### src/rtl/dram_arbiter_if.sv
// Bundle of the two requester ports and the memory command port of dram_arbiter.
// The arbiter uses the slave view; requesters and memory model use the master view.
interface dram_arbiter_if #(
  parameter int AW = 4,
  parameter int DW = 8
);
  logic          req0;
  logic          we0;
  logic [AW-1:0] addr0;
  logic [DW-1:0] wdata0;
  logic          gnt0;
  logic          done0;
  logic [DW-1:0] rdata0;

  logic          req1;
  logic          we1;
  logic [AW-1:0] addr1;
  logic [DW-1:0] wdata1;
  logic          gnt1;
  logic          done1;
  logic [DW-1:0] rdata1;

  logic          mem_rd;
  logic          mem_wr;
  logic          mem_ref;
  logic [AW-1:0] mem_addr;
  logic [DW-1:0] mem_wdata;
  logic [DW-1:0] mem_rdata;
  logic          mem_ack;
  logic [1:0]    state;

  modport slave (
    input  req0, we0, addr0, wdata0, req1, we1, addr1, wdata1, mem_rdata, mem_ack,
    output gnt0, done0, rdata0, gnt1, done1, rdata1,
           mem_rd, mem_wr, mem_ref, mem_addr, mem_wdata, state
  );

  modport master (
    output req0, we0, addr0, wdata0, req1, we1, addr1, wdata1, mem_rdata, mem_ack,
    input  gnt0, done0, rdata0, gnt1, done1, rdata1,
           mem_rd, mem_wr, mem_ref, mem_addr, mem_wdata, state
  );
endinterface

### src/rtl/dram_arbiter.sv
// Round-robin two-port arbiter/sequencer for the small DRAM model, with
// periodic refresh that takes priority over new grants.
module dram_arbiter #(
  parameter int AW           = 4,
  parameter int DW           = 8,
  parameter int REF_INTERVAL = 64
) (
  input  logic          clk,
  input  logic          reset,
  dram_arbiter_if.slave bus
);

  localparam int            CW       = $clog2(REF_INTERVAL);
  localparam logic [CW-1:0] REF_LAST = CW'(REF_INTERVAL - 1);

  typedef enum logic [1:0] {
    S_IDLE    = 2'b00,
    S_ACCESS  = 2'b01,
    S_REFRESH = 2'b10
  } state_t;

  state_t        r_state;
  state_t        w_state_nxt;

  logic [CW-1:0] r_ref_cnt;
  logic          r_ref_pending;
  logic          r_last;
  logic          r_owner;
  logic          r_first;
  logic          r_we;
  logic [AW-1:0] r_addr;
  logic [DW-1:0] r_wdata;
  logic          r_done0;
  logic          r_done1;
  logic [DW-1:0] r_rdata0;
  logic [DW-1:0] r_rdata1;

  logic          w_take;
  logic          w_win;
  logic          w_acc_done;
  logic          w_ref_done;
  logic          w_expire;

  assign w_expire = (r_ref_cnt == REF_LAST);

  always_ff @(posedge clk or negedge reset) begin
    if (!reset) r_state <= S_IDLE;
    else        r_state <= w_state_nxt;
  end

  always_comb begin
    w_state_nxt = r_state;
    w_take      = 1'b0;
    w_win       = 1'b0;
    w_acc_done  = 1'b0;
    w_ref_done  = 1'b0;
    unique case (r_state)
      S_IDLE: begin
        if (r_ref_pending) begin
          w_state_nxt = S_REFRESH;
        end else if (bus.req0 || bus.req1) begin
          // On a tie the port that was not served last wins.
          w_take      = 1'b1;
          w_win       = (bus.req0 && bus.req1) ? ~r_last : bus.req1;
          w_state_nxt = S_ACCESS;
        end
      end
      S_ACCESS: begin
        if (bus.mem_ack) begin
          w_acc_done  = 1'b1;
          w_state_nxt = S_IDLE;
        end
      end
      S_REFRESH: begin
        if (bus.mem_ack) begin
          w_ref_done  = 1'b1;
          w_state_nxt = S_IDLE;
        end
      end
      default: w_state_nxt = S_IDLE;
    endcase
  end

  always_ff @(posedge clk or negedge reset) begin
    if (!reset) begin
      r_ref_cnt     <= '0;
      r_ref_pending <= 1'b0;
      r_last        <= 1'b1;
      r_owner       <= 1'b0;
      r_first       <= 1'b0;
      r_we          <= 1'b0;
      r_addr        <= '0;
      r_wdata       <= '0;
      r_done0       <= 1'b0;
      r_done1       <= 1'b0;
      r_rdata0      <= '0;
      r_rdata1      <= '0;
    end else begin
      r_ref_cnt     <= w_expire ? '0 : r_ref_cnt + CW'(1);
      // A new expiry on the completing edge keeps the request alive.
      r_ref_pending <= w_expire | (r_ref_pending & ~w_ref_done);
      r_first       <= w_take;
      r_done0       <= w_acc_done & ~r_owner;
      r_done1       <= w_acc_done &  r_owner;
      if (w_take) begin
        r_owner <= w_win;
        r_last  <= w_win;
        r_we    <= w_win ? bus.we1    : bus.we0;
        r_addr  <= w_win ? bus.addr1  : bus.addr0;
        r_wdata <= w_win ? bus.wdata1 : bus.wdata0;
      end
      if (w_acc_done && !r_we) begin
        if (r_owner) r_rdata1 <= bus.mem_rdata;
        else         r_rdata0 <= bus.mem_rdata;
      end
    end
  end

  assign bus.gnt0      = r_first & ~r_owner;
  assign bus.gnt1      = r_first &  r_owner;
  assign bus.done0     = r_done0;
  assign bus.done1     = r_done1;
  assign bus.rdata0    = r_rdata0;
  assign bus.rdata1    = r_rdata1;
  assign bus.mem_rd    = (r_state == S_ACCESS) & ~r_we;
  assign bus.mem_wr    = (r_state == S_ACCESS) &  r_we;
  assign bus.mem_ref   = (r_state == S_REFRESH);
  assign bus.mem_addr  = r_addr;
  assign bus.mem_wdata = r_wdata;
  assign bus.state     = r_state;

endmodule

### src/flat_wrapper.sv
// flat-port wrapper written by rule: the top's interface ports become plain ports
module dram_arbiter_flat 
#(
  parameter int AW           = 4,
  parameter int DW           = 8,
  parameter int REF_INTERVAL = 64
)
  (clk, reset, bus_req0, bus_we0, bus_addr0, bus_wdata0, bus_req1, bus_we1, bus_addr1, bus_wdata1, bus_mem_rdata, bus_mem_ack, bus_gnt0, bus_done0, bus_rdata0, bus_gnt1, bus_done1, bus_rdata1, bus_mem_rd, bus_mem_wr, bus_mem_ref, bus_mem_addr, bus_mem_wdata, bus_state);
  dram_arbiter_if #(.AW(AW), .DW(DW)) bus_i ();
  input  logic clk;
  input  logic reset;
  input wire logic [$bits(bus_i.req0)-1:0] bus_req0;
  input wire logic [$bits(bus_i.we0)-1:0] bus_we0;
  input wire logic [$bits(bus_i.addr0)-1:0] bus_addr0;
  input wire logic [$bits(bus_i.wdata0)-1:0] bus_wdata0;
  input wire logic [$bits(bus_i.req1)-1:0] bus_req1;
  input wire logic [$bits(bus_i.we1)-1:0] bus_we1;
  input wire logic [$bits(bus_i.addr1)-1:0] bus_addr1;
  input wire logic [$bits(bus_i.wdata1)-1:0] bus_wdata1;
  input wire logic [$bits(bus_i.mem_rdata)-1:0] bus_mem_rdata;
  input wire logic [$bits(bus_i.mem_ack)-1:0] bus_mem_ack;
  output wire logic [$bits(bus_i.gnt0)-1:0] bus_gnt0;
  output wire logic [$bits(bus_i.done0)-1:0] bus_done0;
  output wire logic [$bits(bus_i.rdata0)-1:0] bus_rdata0;
  output wire logic [$bits(bus_i.gnt1)-1:0] bus_gnt1;
  output wire logic [$bits(bus_i.done1)-1:0] bus_done1;
  output wire logic [$bits(bus_i.rdata1)-1:0] bus_rdata1;
  output wire logic [$bits(bus_i.mem_rd)-1:0] bus_mem_rd;
  output wire logic [$bits(bus_i.mem_wr)-1:0] bus_mem_wr;
  output wire logic [$bits(bus_i.mem_ref)-1:0] bus_mem_ref;
  output wire logic [$bits(bus_i.mem_addr)-1:0] bus_mem_addr;
  output wire logic [$bits(bus_i.mem_wdata)-1:0] bus_mem_wdata;
  output wire logic [$bits(bus_i.state)-1:0] bus_state;
  assign bus_i.req0 = bus_req0;
  assign bus_i.we0 = bus_we0;
  assign bus_i.addr0 = bus_addr0;
  assign bus_i.wdata0 = bus_wdata0;
  assign bus_i.req1 = bus_req1;
  assign bus_i.we1 = bus_we1;
  assign bus_i.addr1 = bus_addr1;
  assign bus_i.wdata1 = bus_wdata1;
  assign bus_i.mem_rdata = bus_mem_rdata;
  assign bus_i.mem_ack = bus_mem_ack;
  assign bus_gnt0 = bus_i.gnt0;
  assign bus_done0 = bus_i.done0;
  assign bus_rdata0 = bus_i.rdata0;
  assign bus_gnt1 = bus_i.gnt1;
  assign bus_done1 = bus_i.done1;
  assign bus_rdata1 = bus_i.rdata1;
  assign bus_mem_rd = bus_i.mem_rd;
  assign bus_mem_wr = bus_i.mem_wr;
  assign bus_mem_ref = bus_i.mem_ref;
  assign bus_mem_addr = bus_i.mem_addr;
  assign bus_mem_wdata = bus_i.mem_wdata;
  assign bus_state = bus_i.state;
  dram_arbiter #(.AW(AW), .DW(DW), .REF_INTERVAL(REF_INTERVAL)) u_core (.clk(clk), .reset(reset), .bus(bus_i));
endmodule
### config.mk
export PLATFORM = sky130hd
export DESIGN_NAME = dram_arbiter_flat
export DESIGN_NICKNAME = d
export VERILOG_FILES = /design/src/rtl/dram_arbiter_if.sv /design/src/rtl/dram_arbiter.sv /design/src/flat_wrapper.sv
export SDC_FILE = /design/constraint.sdc
export NUM_CORES = 1
export LEC_CHECK = 0
export CAP_MARGIN = 0
export CORE_AREA = 10 10 78 80
export DETAILED_ROUTE_END_ITERATION = 8
export DIE_AREA = 0 0 88 90
export PLACE_DENSITY_LB_ADDON = 0.05
export SYNTH_ARGS = -nofsm -noshare
export SYNTH_HDL_FRONTEND = slang
export SYNTH_SLANG_ARGS = --single-unit
### constraint.sdc
create_clock -name clk -period 2.15 [get_ports clk]
set_clock_uncertainty 0.2 [all_clocks]
set_input_delay 0.215 -clock clk [delete_from_list [all_inputs] [get_ports clk]]
set_output_delay 0.215 -clock clk [all_outputs]
set_load 0.005 [all_outputs]
; Yosys cells after proc, flatten, opt, wreduce, memory -nomap -nowiden
; Cells that the tools add are included.
[totals]
n_memories = 0
in_bits = 39
ff_bits = 43
elab_cells = 58
mem_bits_ro = 0
ramBits = 0
out_inout_bits = 37
latch_bits = 0
[classes]
n_mul = 0
bitwise_logic = 12
mux = 18
magnitude_cmp = 0
reduce_logical = 9
eq_ne = 5
shifts = 0
n_div = 0
addsub = 1
[op_table]
columns = cell, n
row1 = two-way mux 1 bit, 11
row2 = two-way mux 8 bit, 1
row3 = AND 1 bit, 7
row4 = "adder 6 x 1 -> 6 bit, second input constant", 1
row5 = "equality test 6 bit, second input constant", 1
row6 = two-way mux 2 bit, 3
row7 = two-way mux 6 bit, 1
row8 = AND reduction 2 bit, 3
row9 = two-way mux 4 bit, 1
row10 = inverter 1 bit, 4
row11 = one-hot mux 2 bit (2 select lines), 1
row12 = "inequality test 3 x 1 -> 1 bit, second input constant", 1
row13 = "equality test 2 x 1 -> 1 bit, second input constant", 1
row14 = "equality test 2 bit, second input constant", 1
row15 = logical AND 1 bit, 2
row16 = zero test 2 bit, 1
row17 = "inequality test 2 x 1 -> 1 bit, second input constant", 1
row18 = OR reduction 2 bit, 1
row19 = zero test 1 bit, 1
row20 = logical OR 1 bit, 1
row21 = OR 1 bit, 1

; Longest topological paths before layout
[depth]
depth_word = 6
depth_mapped = 8
ltp_nobuf = 5

; Least setup slack after synthesis
; OpenSTA, ideal clock, no wires.
[synth_timing]
kind = flip-flop to flip-flop
start = register u_core.r_state[0], in the netlist u_core.bus.state[0]
end = register u_core.r_wdata[0], in the netlist u_core.bus.mem_wdata[0]
arrival_time_ns = 1.522
path_slack_ns = 0.305
setup_ns = 0.123
path_stages_with_launch = 9
synth_period_minus_slack_ns = 1.845
path_buffers = 3
required_ns = 1.827
path_cell_list = dfrtp_1 -> inv_1 -> ha_1 -> nor2b_1 -> buf_2 -> and2_4 -> buf_6 -> buf_6 -> o221a_1
[synth_between]
elab_cells_between_ends = 4
classes_between = mux (3) / reduce/logical (1)
[synth_lines]
columns = element, line_no
row1 = start: declaration, dram_arbiter.sv:22  ; state_t r_state;
row2 = start signal: assignment, dram_arbiter.sv:48  ; else r_state <= w_state_nxt;
row3 = zero test 2 bit, dram_arbiter.sv:57  ; unique case (r_state)
row4 = two-way mux 1 bit, dram_arbiter.sv:57
row5 = named net u_core.w_take, dram_arbiter.sv:38  ; logic w_take;
row6 = end signal: assignment, dram_arbiter.sv:110  ; r_wdata <= w_win ? bus.wdata1 : bus.wdata0;
row7 = end: declaration, dram_arbiter.sv:32  ; logic [DW-1:0] r_wdata;
; The timed path passes the listed nets, and every way through them passes these cells.
; A chain may end at the register's enable or synchronous reset.

; Final worst setup path
[layout_timing]
start = register u_core.r_state[1], in the netlist u_core.bus.state[1]
end = output bus_mem_wr
[layout_between]
elab_chain_len = 2
[layout_lines]
columns = element, line_no
row1 = equality test 2 x 1 -> 1 bit, dram_arbiter.sv:126  ; assign bus.mem_wr = (r_state == S_ACCESS) & r_we;
row2 = AND 1 bit, dram_arbiter.sv:126
row3 = end: declaration, flat_wrapper.sv:29  ; output wire logic [$bits(bus_i.mem_wr)-1:0] bus_mem_wr;
; No other way between the ends.

==> reports/qor.yml <==
gp_congestion: 0.820
cts_root_buf: "clkbuf_8"
io_buffers: 75
synth_ff_type: "dfrtp_1"
finalSetupViolCount: 0
worst_setup_path_start_kind: "flop"
path_clk_slew_ns: 0.08
maxSlewViolCount: 0
diodes: 0
grt_pass1_vias: 1569
slowest_stage: "clkdlybuf4s50_1"
syn-mean-instance-area_um2: 13.5
fin_nets: 264
max_freq_mhz: 491
area_delta_synth_final_pct: 49.0
setup_slack_ns: 0.115
finish.utilization: 0.621
dr.pass1.iters: 4
insertion_delay_ns: 0.29
synthArstFlopShare: 1.00
hold_path.class: "input pin to async pin"
cts_tree: "built"
setup.worst_path.end_class: "primary output"
synth-edff-count: 0
post_synth_num_cell_types: 31
min_period_ns: 2.03
synthesis.area_um2: 1920
grt_max_degree: 21
antenna_left: 0
antenna_found_initial: 0
synthCells: 142
maxCapViolCount: 0
rr_worst_depth: 5
start_util: 0.417
setup-tns-final_ns: 0
cts_setup_buffers: 0
critPathKind: "flop to primary output"
die_w_um: 88
vias: 1437
clockBufferDepth: 2
ys_seq_elements: 43
synth_nets: 185
hold_viol: 0
cts_htree_levels: 2
core_um2: 4600
hpwl_mm: 3.79
vdd.ir_drop.worst_v: 0.000598
p_leak_uw: 0.00119
die_h_um: 90
drt_wl_total_mm: 4.84
cp.required_ns: 1.74
route.detailed.drc: 0
cp.arrival_ns: 1.62
rsz0062_at_grt: "false"
r2r_start: "u_core.bus.state[0]$_DFFE_PN0P_"
overflow: 0
relSlewSlack: 0.682
yosysTopAreaCell: "dfrtp_1"
synth_warnings: 0
synth_common_cells: "dfrtp_1 (42), nand4b_1 (13), mux2_2 (8), mux2_4 (8), o221a_1 (8)"
wl_per_cell_um: 17.5
track_usage: 0.122
path_cells: "inv_2 > ha_1 > and2_1 > clkdlybuf4s50_1"
grt_pass1_wl_mm: 7.71
ios: 76
regToRegEndpoint: "u_core.bus.mem_addr[0]$_DFFE_PN0P_"
synth_most_common_cell: "dfrtp_1"
rows: 25
yosys-top-cells-area: "dfrtp_1 (55%), mux2_4 (6.3%), nand4b_1 (5.9%)"
outcome: "completed"
ff2ff_setup_slack_ns: 0.24
cts_buffers: 5
powerDensity_nw_per_um2: 1250
seq_area_frac_synth: 0.562
viasPerCell: 5.21
dp_slack_ns: 0.0352
tightest_slew_ns: 0.476
initialDrtViolationCount: 27
drive_gt1_frac: 0.194
crit_fanout: 4
synthDominantCellAreaShare: 0.548
cts_sinks: 43
critPathMaxStageDelay_ns: 0.50
die_area_um2: 7920
post-route-period-util: 0.947
[sequential cells by signal, summed over array words and instances (netlist names), 2 cells and up]
name,flops
u_core.r_ref_cnt,6
u_core.bus.mem_wdata,8
u_core.bus.state,2
u_core.bus.mem_addr,4
u_core.bus.rdata1,8
u_core.bus.rdata0,8
[cell type report]
cell class	instances	area, um^2
inverter	3	11.3
clock buffer	5	68.8
timing repair buffer	81	793
tap	54	67.6
fill	367	1740
multi-input combinational	87	771
clock inverter	3	67.6
sequential	43	1080
[cells in the final DEF (no fill, tap or decap), types with 2 or more instances in the layout]
master and count:
a21oi_1 3, mux2_4 8, nand2_1 5, clkbuf_8 5, o21ai_0 2, xor2_1 2
nand3_1 4, nor2_1 6, buf_4 5, dfrtp_1 42, clkdlybuf4s50_1 74, o221a_1 8
ha_1 4, o221a_2 5, nand4b_1 13, nor2b_1 4, o2bb2ai_1 2, inv_2 2
bufinv_16 2, mux2_2 8, and2_1 2, nand2b_1 2
[critical path: cells and delay by family, from the launching register on]
family,cells,cell delay (ns)
buf+inv,2,0.59
fa+ha+maj,1,0.17
flops,1,0.41
simple gates,1,0.14
[worst max-delay path by stage]
stage,startpoint,slack [ns],to,cells after the start
after floorplan,u_core.bus.state[0]$_DFFE_PN0P_,0.31,u_core.bus.mem_wdata[0]$_DFFE_PN0P_,8
after global placement,bus_mem_ack,0.09,u_core.bus.rdata1[6]$_DFFE_PN0P_,4
after detailed placement,u_core.bus.state[1]$_DFFE_PN0P_,0.04,u_core.bus.mem_wdata[7]$_DFFE_PN0P_,5
after CTS,u_core.bus.state[1]$_DFFE_PN0P_,0.01,u_core.bus.mem_addr[0]$_DFFE_PN0P_,5
after global routing,u_core.bus.state[1]$_DFFE_PN0P_,0.005,bus_mem_rd,4
final,u_core.bus.state[1]$_DFFE_PN0P_,0.12,bus_mem_wr,4
[per-layer routing]
layer	wire length, um	track usage
met5	0	0
met4	46	0.0319
met3	496	0.0614
met2	2370	0.207
met1	1930	0.130
[timing repair]
| action | CTS | global route |
|---|---|---|
| endpoints found under the hold margin | 42 | 0 |
| resized for setup | 0 | 3 |
| endpoints found under the setup margin | 0 | 23 |
| hold buffers | 1 | 0 |
[kinds of logic (layout without fill, tap and decap cells)]
| group | Yosys count | after routing | share of synthesized area |
|---|---|---|---|
| flip-flops | 43 | 43 | 0.562 |
| AND/OR/NAND/NOR | 41 | 41 | 0.138 |
| AO/OA/AOI/OAI | 23 | 23 | 0.110 |
| multiplexers | 16 | 16 | 0.110 |
| buffers and inverters | 12 | 92 | 0.0411 |
| adder cells (fa/ha/maj) | 4 | 4 | 0.0261 |
| XOR/XNOR | 3 | 3 | 0.0137 |
[where the power goes]
| part | switching (uW) | leakage [uW] | internal (uW) |
|---|---|---|---|
| logic | 513 | 0.000619 | 984 |
| clock network | 282 | 0.0000644 | 463 |
| registers | 197 | 0.000507 | 1130 |
[per-stage QoR]
step / area [um^2] / power [uW] / instances / hold WS, ns
2_1_floorplan: 1920 / 2010 / 142 / -0.281
3_3_place_gp: 2700 / 2810 / 267 / -0.155
3_5_place_dp: 2700 / 2870 / 267 / -0.153
4_1_cts: 2850 / 3630 / 276 / 0.0712
5_1_grt: 2860 / 3790 / 276 / 0.0853
6_report: 2860 / 3570 / 276 / 0.0718
Power figures use the tool's default switching activity.
